--- config.mk ---
export PLATFORM = sky130hd
export DESIGN_NAME = alu_operand_stage
export DESIGN_NICKNAME = d
export VERILOG_FILES = /design/src/rtl/alu_pkg.sv /design/src/rtl/regfile_2r1w.sv /design/src/rtl/alu_operand_stage.sv
export SDC_FILE = /design/constraint.sdc
export NUM_CORES = 1
export LEC_CHECK = 0
export CAP_MARGIN = 20
export CORE_ASPECT_RATIO = 0.75
export CORE_UTILIZATION = 45
export DETAILED_ROUTE_END_ITERATION = 8
export MAX_ROUTING_LAYER = met4
export PLACE_DENSITY = 0.64
export SYNTH_ARGS = -nofsm -noshare
export SYNTH_HDL_FRONTEND = slang
export SYNTH_SLANG_ARGS = --single-unit
--- constraint.sdc ---
create_clock -name clk -period 3.2 [get_ports clk]
set_input_delay 0.64 -clock clk [delete_from_list [all_inputs] [get_ports clk]]
set_output_delay 0.64 -clock clk [all_outputs]
set_load 0.02 [all_outputs]
--- src/rtl/alu_pkg.sv ---
// Shared opcode encodings and datapath defaults for the ALU issue path.
package alu_pkg;

  localparam int DEF_WIDTH = 16;
  localparam int DEF_NREGS = 8;
  localparam int DEF_AW    = 3;
  localparam int OPW       = 3;

  localparam logic [OPW-1:0] OP_AND = 3'b000;
  localparam logic [OPW-1:0] OP_OR  = 3'b001;
  localparam logic [OPW-1:0] OP_ADD = 3'b010;
  localparam logic [OPW-1:0] OP_SUB = 3'b110;
  localparam logic [OPW-1:0] OP_SLT = 3'b111;

  // 011, 100 and 101 are unassigned and rejected at issue
  function automatic logic is_legal_op(input logic [OPW-1:0] op);
    logic legal;
    case (op)
      OP_AND, OP_OR, OP_ADD, OP_SUB, OP_SLT: legal = 1'b1;
      default:                               legal = 1'b0;
    endcase
    return legal;
  endfunction

endpackage

--- src/rtl/regfile_2r1w.sv ---
// General register file: two combinational read ports, one clocked write port.
// Register 0 is hardwired to zero; a write in the same cycle as a read of the
// same address is bypassed straight to the read port.
module regfile_2r1w #(
  parameter int WIDTH = 16,
  parameter int NREGS = 8,
  parameter int AW    = 3
) (
  input  logic             clk,
  input  logic             rst_n,
  input  logic             we_i,
  input  logic [AW-1:0]    waddr_i,
  input  logic [WIDTH-1:0] wdata_i,
  input  logic [AW-1:0]    raddr_a_i,
  output logic [WIDTH-1:0] rdata_a_o,
  input  logic [AW-1:0]    raddr_b_i,
  output logic [WIDTH-1:0] rdata_b_o
);

  logic [WIDTH-1:0] mem_q [NREGS];

  // storage update; writes to r0 are dropped
  always_ff @(posedge clk or negedge rst_n) begin
    if (!rst_n) begin
      for (int i = 0; i < NREGS; i++) mem_q[i] <= '0;
    end else if (we_i && (waddr_i != '0)) begin
      mem_q[waddr_i] <= wdata_i;
    end
  end

  // read port a with write-through bypass
  always_comb begin
    rdata_a_o = '0;
    if (raddr_a_i != '0) begin
      rdata_a_o = (we_i && (waddr_i == raddr_a_i)) ? wdata_i : mem_q[raddr_a_i];
    end
  end

  // read port b with write-through bypass
  always_comb begin
    rdata_b_o = '0;
    if (raddr_b_i != '0) begin
      rdata_b_o = (we_i && (waddr_i == raddr_b_i)) ? wdata_i : mem_q[raddr_b_i];
    end
  end

endmodule

--- src/rtl/alu_operand_stage.sv ---
// Issue stage in front of the ALU: register read with writeback forwarding,
// pending-write scoreboard for RAW stalls, and a one-deep output bundle.
module alu_operand_stage
  import alu_pkg::*;
#(
  parameter int WIDTH = DEF_WIDTH,
  parameter int NREGS = DEF_NREGS,
  parameter int AW    = DEF_AW
) (
  input  logic             clk,
  input  logic             rst_n,
  input  logic             in_valid,
  output logic             in_ready,
  input  logic [OPW-1:0]   in_opcode,
  input  logic [AW-1:0]    in_rd,
  input  logic [AW-1:0]    in_rs,
  input  logic [AW-1:0]    in_rt,
  output logic             out_valid,
  input  logic             out_ready,
  output logic [WIDTH-1:0] out_x,
  output logic [WIDTH-1:0] out_y,
  output logic [OPW-1:0]   out_opcode,
  output logic [AW-1:0]    out_rd,
  input  logic             wb_en,
  input  logic [AW-1:0]    wb_addr,
  input  logic [WIDTH-1:0] wb_data,
  output logic             illegal_op
);

  logic             out_valid_q, out_valid_d;
  logic [WIDTH-1:0] out_x_q, out_x_d;
  logic [WIDTH-1:0] out_y_q, out_y_d;
  logic [OPW-1:0]   out_opcode_q, out_opcode_d;
  logic [AW-1:0]    out_rd_q, out_rd_d;
  logic             illegal_op_q, illegal_op_d;
  logic [NREGS-1:0] pending_q, pending_d;

  logic [WIDTH-1:0] rd_x, rd_y;
  logic             legal, wb_live, pend_rs, pend_rt, hazard, out_free, accept;

  regfile_2r1w #(
    .WIDTH (WIDTH),
    .NREGS (NREGS),
    .AW    (AW)
  ) u_regfile (
    .clk       (clk),
    .rst_n     (rst_n),
    .we_i      (wb_en),
    .waddr_i   (wb_addr),
    .wdata_i   (wb_data),
    .raddr_a_i (in_rs),
    .rdata_a_o (rd_x),
    .raddr_b_i (in_rt),
    .rdata_b_o (rd_y)
  );

  // hazard detection: a source being written back this cycle is forwarded, not stalled
  always_comb begin
    legal    = is_legal_op(in_opcode);
    wb_live  = wb_en && (wb_addr != '0);
    pend_rs  = (in_rs != '0) && pending_q[in_rs] && !(wb_live && (wb_addr == in_rs));
    pend_rt  = (in_rt != '0) && pending_q[in_rt] && !(wb_live && (wb_addr == in_rt));
    hazard   = in_valid && legal && (pend_rs || pend_rt);
    out_free = !out_valid_q || out_ready;
    in_ready = out_free && !hazard;
    accept   = in_valid && in_ready;
  end

  // next bundle, illegal pulse and scoreboard; a set on the same bit beats the clear
  always_comb begin
    out_valid_d  = out_valid_q;
    out_x_d      = out_x_q;
    out_y_d      = out_y_q;
    out_opcode_d = out_opcode_q;
    out_rd_d     = out_rd_q;
    illegal_op_d = 1'b0;
    pending_d    = pending_q;

    if (wb_live) pending_d[wb_addr] = 1'b0;

    if (accept && legal) begin
      out_valid_d  = 1'b1;
      out_x_d      = rd_x;
      out_y_d      = rd_y;
      out_opcode_d = in_opcode;
      out_rd_d     = in_rd;
      if (in_rd != '0) pending_d[in_rd] = 1'b1;
    end else if (accept) begin
      out_valid_d  = 1'b0;
      illegal_op_d = 1'b1;
    end else if (out_ready) begin
      out_valid_d  = 1'b0;
    end
  end

  // stage registers
  always_ff @(posedge clk or negedge rst_n) begin
    if (!rst_n) begin
      out_valid_q  <= 1'b0;
      out_x_q      <= '0;
      out_y_q      <= '0;
      out_opcode_q <= '0;
      out_rd_q     <= '0;
      illegal_op_q <= 1'b0;
      pending_q    <= '0;
    end else begin
      out_valid_q  <= out_valid_d;
      out_x_q      <= out_x_d;
      out_y_q      <= out_y_d;
      out_opcode_q <= out_opcode_d;
      out_rd_q     <= out_rd_d;
      illegal_op_q <= illegal_op_d;
      pending_q    <= pending_d;
    end
  end

  assign out_valid  = out_valid_q;
  assign out_x      = out_x_q;
  assign out_y      = out_y_q;
  assign out_opcode = out_opcode_q;
  assign out_rd     = out_rd_q;
  assign illegal_op = illegal_op_q;

endmodule

# Word level (Yosys, flattened, before mapping)
# Cells that the tools add are included.
# Widths: inputs -> output; s select.
# word_totals
regBits	176
latch_bits	0
ram_bits	0
rom_bits	0
inputBits	36
output_inout_bits	41
word_cells	97
memories	0
# op_classes
add_sub_neg	0
n_mul	0
div	0
n_lt_le_gt_ge	10
eq_ne	6
shift	0
n_mux	30
n_bitwise	6
n_reduce_logical	30
# op_table
op	count
$mux 16	9
$bwmux 128	1
$bmux 16 s3	2
$demux 16 s3	1
$mux 8	3
$logic_and 1x1->1	17
$lt 3x4->1 const B	4
$reduce_bool 3->1	5
$ge 4x4->1 const B	3
$not 3->4	3
$mux 1	10
$and 8x8->8	1
$not 8->8	1
$or 8x8->8	1
$bmux 1 s3	2
$demux 1 s3	2
$eq 3x3->1	2
$eq 3x3->1 const B	2
$ge 3x1->1 const B	2
$reduce_or 5->1	1
$logic_not 1->1	4
$lt 4x1->1 const B	1
$eq 3x1->1 const B	1
$eq 3x2->1 const B	1
other kinds (2)	3

# Longest topological paths before layout
# Gate-level depths: netlist (run 1).
# logic_depth
ltp_word	12
ltp_mapped	8
depth_no_buf	5

# Modules after synthesis
# A second synthesis (run 1) with hierarchy kept.
# hier_totals
cells_unflattened	696
hier_area_um2	9326.4
# modules_own_cells
mod	n_inst	cells_per_inst	area_per_inst_um2	seq_area_each_um2
regfile_2r1w	1	547	7084.3	3203.1
alu_operand_stage	1	149	2242.2	1176.1

# Worst setup path before layout (run 1)
# No wires, ideal clock.
# synth_timing
path_kind	input -> output
start	in in_rs[1]
end	out in_ready
arrival_time_ns	2.083
t_required_ns	2.560
path_slack_ns	0.477
stages	6
n_path_buf	1
path_cell_list	buf_6 -> mux4_2 -> mux2_2 -> o211ai_2 -> nand2_1 -> a31oi_1
# synth_via
elab_chain_len	8
elab_cells_between_ends	12
classes_between	eq/ne: 1; mux: 2; reduce/logical: 9
# synth_lines
element	line_no	rtl
start: declaration	alu_operand_stage.sv:16	input logic [AW-1:0] in_rs,
$bmux 1 s3 / $eq 3x3->1 (equally long branches)	alu_operand_stage.sv:61	pend_rs = (in_rs != '0) && pending_q[in_rs] && !(wb_live && (wb_addr == in_rs));
$mux 1 (implied by the code) / $logic_and 1x1->1 (equally long branches)	alu_operand_stage.sv:61	
$logic_and 1x1->1 / $logic_not 1->1 (equally long branches)	alu_operand_stage.sv:61	
$logic_and 1x1->1 (*)	alu_operand_stage.sv:61	
$logic_or 1x1->1 (*)	alu_operand_stage.sv:63	hazard = in_valid && legal && (pend_rs || pend_rt);
$logic_and 1x1->1 (*)	alu_operand_stage.sv:63	
$logic_not 1->1 (*)	alu_operand_stage.sv:65	in_ready = out_free && !hazard;
$logic_and 1x1->1 (*)	alu_operand_stage.sv:65	
end: declaration	alu_operand_stage.sv:13	output logic in_ready,
# Mark *: on every way between the ends. The rest lies on a longest branch, timed or not. The select of a mux whose other input is x is not followed.

# Worst setup path in the final report (run 1)
# layout_timing
start	in in_rs[2]
end	out in_ready
# The elaborated chain is that of the path after synthesis.

==> impl_metrics.py, run 1 <==
metrics = {
    "clock_tree": {
        "numCtsBuffers": 17,
        "clock_path_buffers": 2,
        "cts_hold_buf": 0,
        "cts_resized": 5,
        "clock-sinks": 176,
        "clock_latency_ns": 0.43,
        "cts_setup_buffers": 0,
        "cts_tree": "yes",
        "cts_root_buf": "clkbuf_16",
        "h-tree-depth": 4,
        "clk_pin_slew_worst_paths_ns": 0.07,
    },
    "logic_synthesis": {
        "synth_largest_area_cell": "dfrtp_1",
        "ys.flop_type": "dfrtp_1",
        "yosysMostFrequentCell": "dfrtp_1",
        "async_reset_ff_frac": 1.00,
        "syn_inst": 593,
        "synth_fp_nets": 629,
        "yosys-top-cells-area": "dfrtp_1 49%, mux4_2 17%, mux2_1 15%",
        "ys_top_cells_by_count": "176 x dfrtp_1, 118 x mux2_1, 67 x mux4_2, 41 x clkbuf_1, 35 x mux2i_1",
        "synthAdderAreaFrac": 0,
        "synth_compound_area_frac": 0.0412,
        "synth.distinct_cells": 34,
        "synth.cell_area_um2": 9080,
        "netlist.area_leader.share": 0.485,
        "synth_top_family_by_area": "multiplexers",
        "yosys.area_share.xor_xnor": 0.00482,
        "synth.mux.area_fraction": 0.407,
        "synth_warnings": 0,
        "ys_seq_elements": 176,
        "ys_seq_area_frac": 0.485,
        "synth_area_per_cell_um2": 15.3,
        "yosys.area_share.simple": 0.0249,
        "synth-edff-count": 0,
    },
    "detailed_routing": {
        "vias": 5496,
        "route.detailed.drc": 6,
        "routed_via_density": 5.91,
        "wire_per_inst_um": 23.4,
        "first_pass_iters": 6,
        "ant_nets": 0,
        "dr.first_iter.drc_count": 415,
        "wl_um": 21800,
    },
    "setup_path": {
        "worst-path-buf-inv": 2,
        "path_depth": 7,
        "worstPathRequired_ns": 2.56,
        "crit_arrival_ns": 2.43,
        "path_cells": "clkdlybuf4s50_1 -> mux4_2 -> mux2_2 -> o211ai_2 -> nand2_1 -> a31oi_1 -> clkdlybuf4s15_2",
        "worst_path_largest_cell_delay_ns": 0.55,
        "path_max_fanout": 4,
        "criticalPathCategory": "in -> out",
        "r2r_cells": 6,
        "critPathTopFamily": "buffers and inverters",
        "cp-start-kind": "input pin",
        "cpMaxStageDelayCell": "clkdlybuf4s50_1",
        "cp-end-kind": "output pin",
    },
    "grt": {
        "grt_use_total": 0.233,
        "antenna_found_initial": 1,
        "grt_pass1_vias": 6007,
        "grt_remaining_overflow": 0,
        "grt_start_max_net_pins": 81,
        "grt_pass1_wl_um": 35400,
    },
    "die": {
        "die_w_um": 166,
        "die_area_um2": 20800,
        "top_level_ports": 77,
        "rows": 44,
        "initial_core_util": 0.465,
        "core_area_um2": 19500,
        "dieHeight_um": 125,
    },
    "timing": {
        "rsz0062_at_grt": "no",
        "worst_pin_slew_ns": 0.687,
        "period_share": 0.958,
        "clock_skew_ns": 0.00996,
        "hold_viol_final": 0,
        "hold_slack_ns": 0.125,
        "finalSetupViolCount": 0,
        "maxSlewHeadroom": 0.542,
        "min_period_ns": 3.07,
        "drv_slew": 0,
        "fmax_ghz": 0.326,
    },
    "finish": {
        "nets": 700,
        "drive_gt1_frac": 0.263,
        "regArea_um2": 4400,
        "multi_input_area_um2": 4350,
        "diodes": 0,
        "area_growth_syn_to_layout_pct": 18.5,
        "finalNonFillerCells": 930,
        "fillers": 1538,
        "fin_area_um2": 10800,
    },
    "power": {
        "p_sw_mw": 2.22,
        "pwr-share-clk": 0.273,
        "p_seq_frac": 0.420,
        "leakagePower_nw": 4.56,
        "internal_power_mw": 5.37,
        "vdd_drop_max_mv": 0.396,
        "combPwrFrac": 0.307,
        "powerDensity_nw_per_um2": 705,
        "p_sw_frac": 0.292,
    },
    "place": {
        "gp_congestion": 0.801,
        "dpl.hpwl_um": 13800,
        "portBuffers": 76,
        "placed_cell_area_um2": 10200,
        "dp_cells": 898,
    },
    "min_path": {
        "hold_path_class": "in -> async",
    },
    "status": {
        "violations": "DRC",
        "outcome": "complete, but fails checks",
    },
    "flow_run": {
        "cap_violations": 0,
    },
}
layout by cell type (no fill, tap or decap), types with 2 or more instances in the layout:
master,Yosys,final
and3_1,2,2
nor2b_1,5,5
mux2i_1,35,35
clkbuf_16,0,17
o21bai_1,2,2
mux2_1,118,118
nand2_1,6,6
mux2_2,2,2
nor2_1,19,19
inv_1,5,5
mux2_4,32,32
nor3_2,0,2
bufinv_16,0,2
clkdlybuf4s50_1,0,70
clkinv_2,0,7
a22o_1,2,2
o2bb2ai_1,16,16
clkbuf_8,0,3
clkinv_4,0,2
xnor2_1,5,5
and2_1,2,2
nand4_1,2,2
buf_4,0,32
a211oi_1,16,16
dfrtp_1,176,176
buf_2,11,3
a32o_1,5,5
buf_12,3,5
nand3_1,4,4
mux4_2,67,67
path summary, 6_finish.rpt:
kind / startpoint / endpoint / slack [ns]
max: in_rs[2] / in_ready / 0.13
min: rst_n / out_x[9] / 0.12
max reg2reg: pending_q[7] / out_rd[1] / 0.92
min reg2reg: pending_q[0] / pending_q[0] / 0.38
max in group asynchronous: rst_n / u_regfile.mem_q[4] / 2.26
min in group clk: pending_q[0] / pending_q[0] / 0.38
through the flow:
stage / power (mW) / utilization / setup TNS, ns / setup WS (ns)
floorplan: 4.64 / - / 0 / 0.477
global placement: 5.47 / 0.521 / -0.413 / -0.413
detailed placement: 5.55 / 0.521 / -0.445 / -0.445
CTS: 7.65 / 0.550 / 0 / 0.108
global route: 7.96 / 0.550 / 0 / 0.0235
finish: 7.59 / 0.550 / 0 / 0.134
state kept, by name, summed over array words and instances, names as in the netlist:
signal,cells
out_rd,3
out_y,16
out_opcode,3
pending_q,8
out_valid,1
illegal_op,1
out_x,16
u_regfile.mem_q,128
final cells by class:
type                       instances  share of cell area
sequential                       176               0.409
multi-input combinational        351               0.404
timing repair buffer             113               0.101
clock buffer                      21              0.0437
tap                              253              0.0294
clock inverter                    11              0.0105
inverter                           5             0.00174
power groups by stage:
stage               clock network [mW]  registers [mW]  logic (mW)
floorplan                            0            3.38        1.25
global placement                     0            3.17        2.30
detailed placement                   0            3.21        2.34
CTS                               2.11            3.18        2.36
global route                      2.21            3.27        2.48
finish                            2.07            3.19        2.33
routing by layer:
| metal | global-route usage | vias up | part of all wire |
|---|---|---|---|
| met5 | - | - | 0 |
| met3 | 0.0450 | 16 | 0.069 |
| li1 | - | 2399 | - |
| met4 | 0.0649 | 0 | 0.0094 |
| met2 | 0.352 | 168 | 0.47 |
| met1 | 0.323 | 2913 | 0.45 |
kinds of logic after synthesis:
| kind of cell | Yosys count |
|---|---|
| XOR/XNOR | 5 |
| AO/OA/AOI/OAI | 45 |
| flip-flops | 176 |
| buffers and inverters | 66 |
| AND/OR/NAND/NOR | 47 |
| multiplexers | 254 |
(Power assumes the default switching activity.)
==> run 2: changes to the inputs <==
CTS_CLUSTER_DIAMETER = 150   (was default)
==> results of run 2 <==
The final DEF is identical to that of run 1; final timing and power are the same.
==> run 3: changes to the inputs <==
SLEW_MARGIN = 40   (was default)
==> results of run 3 <==
The final DEF is identical to that of run 1; final timing and power are the same.
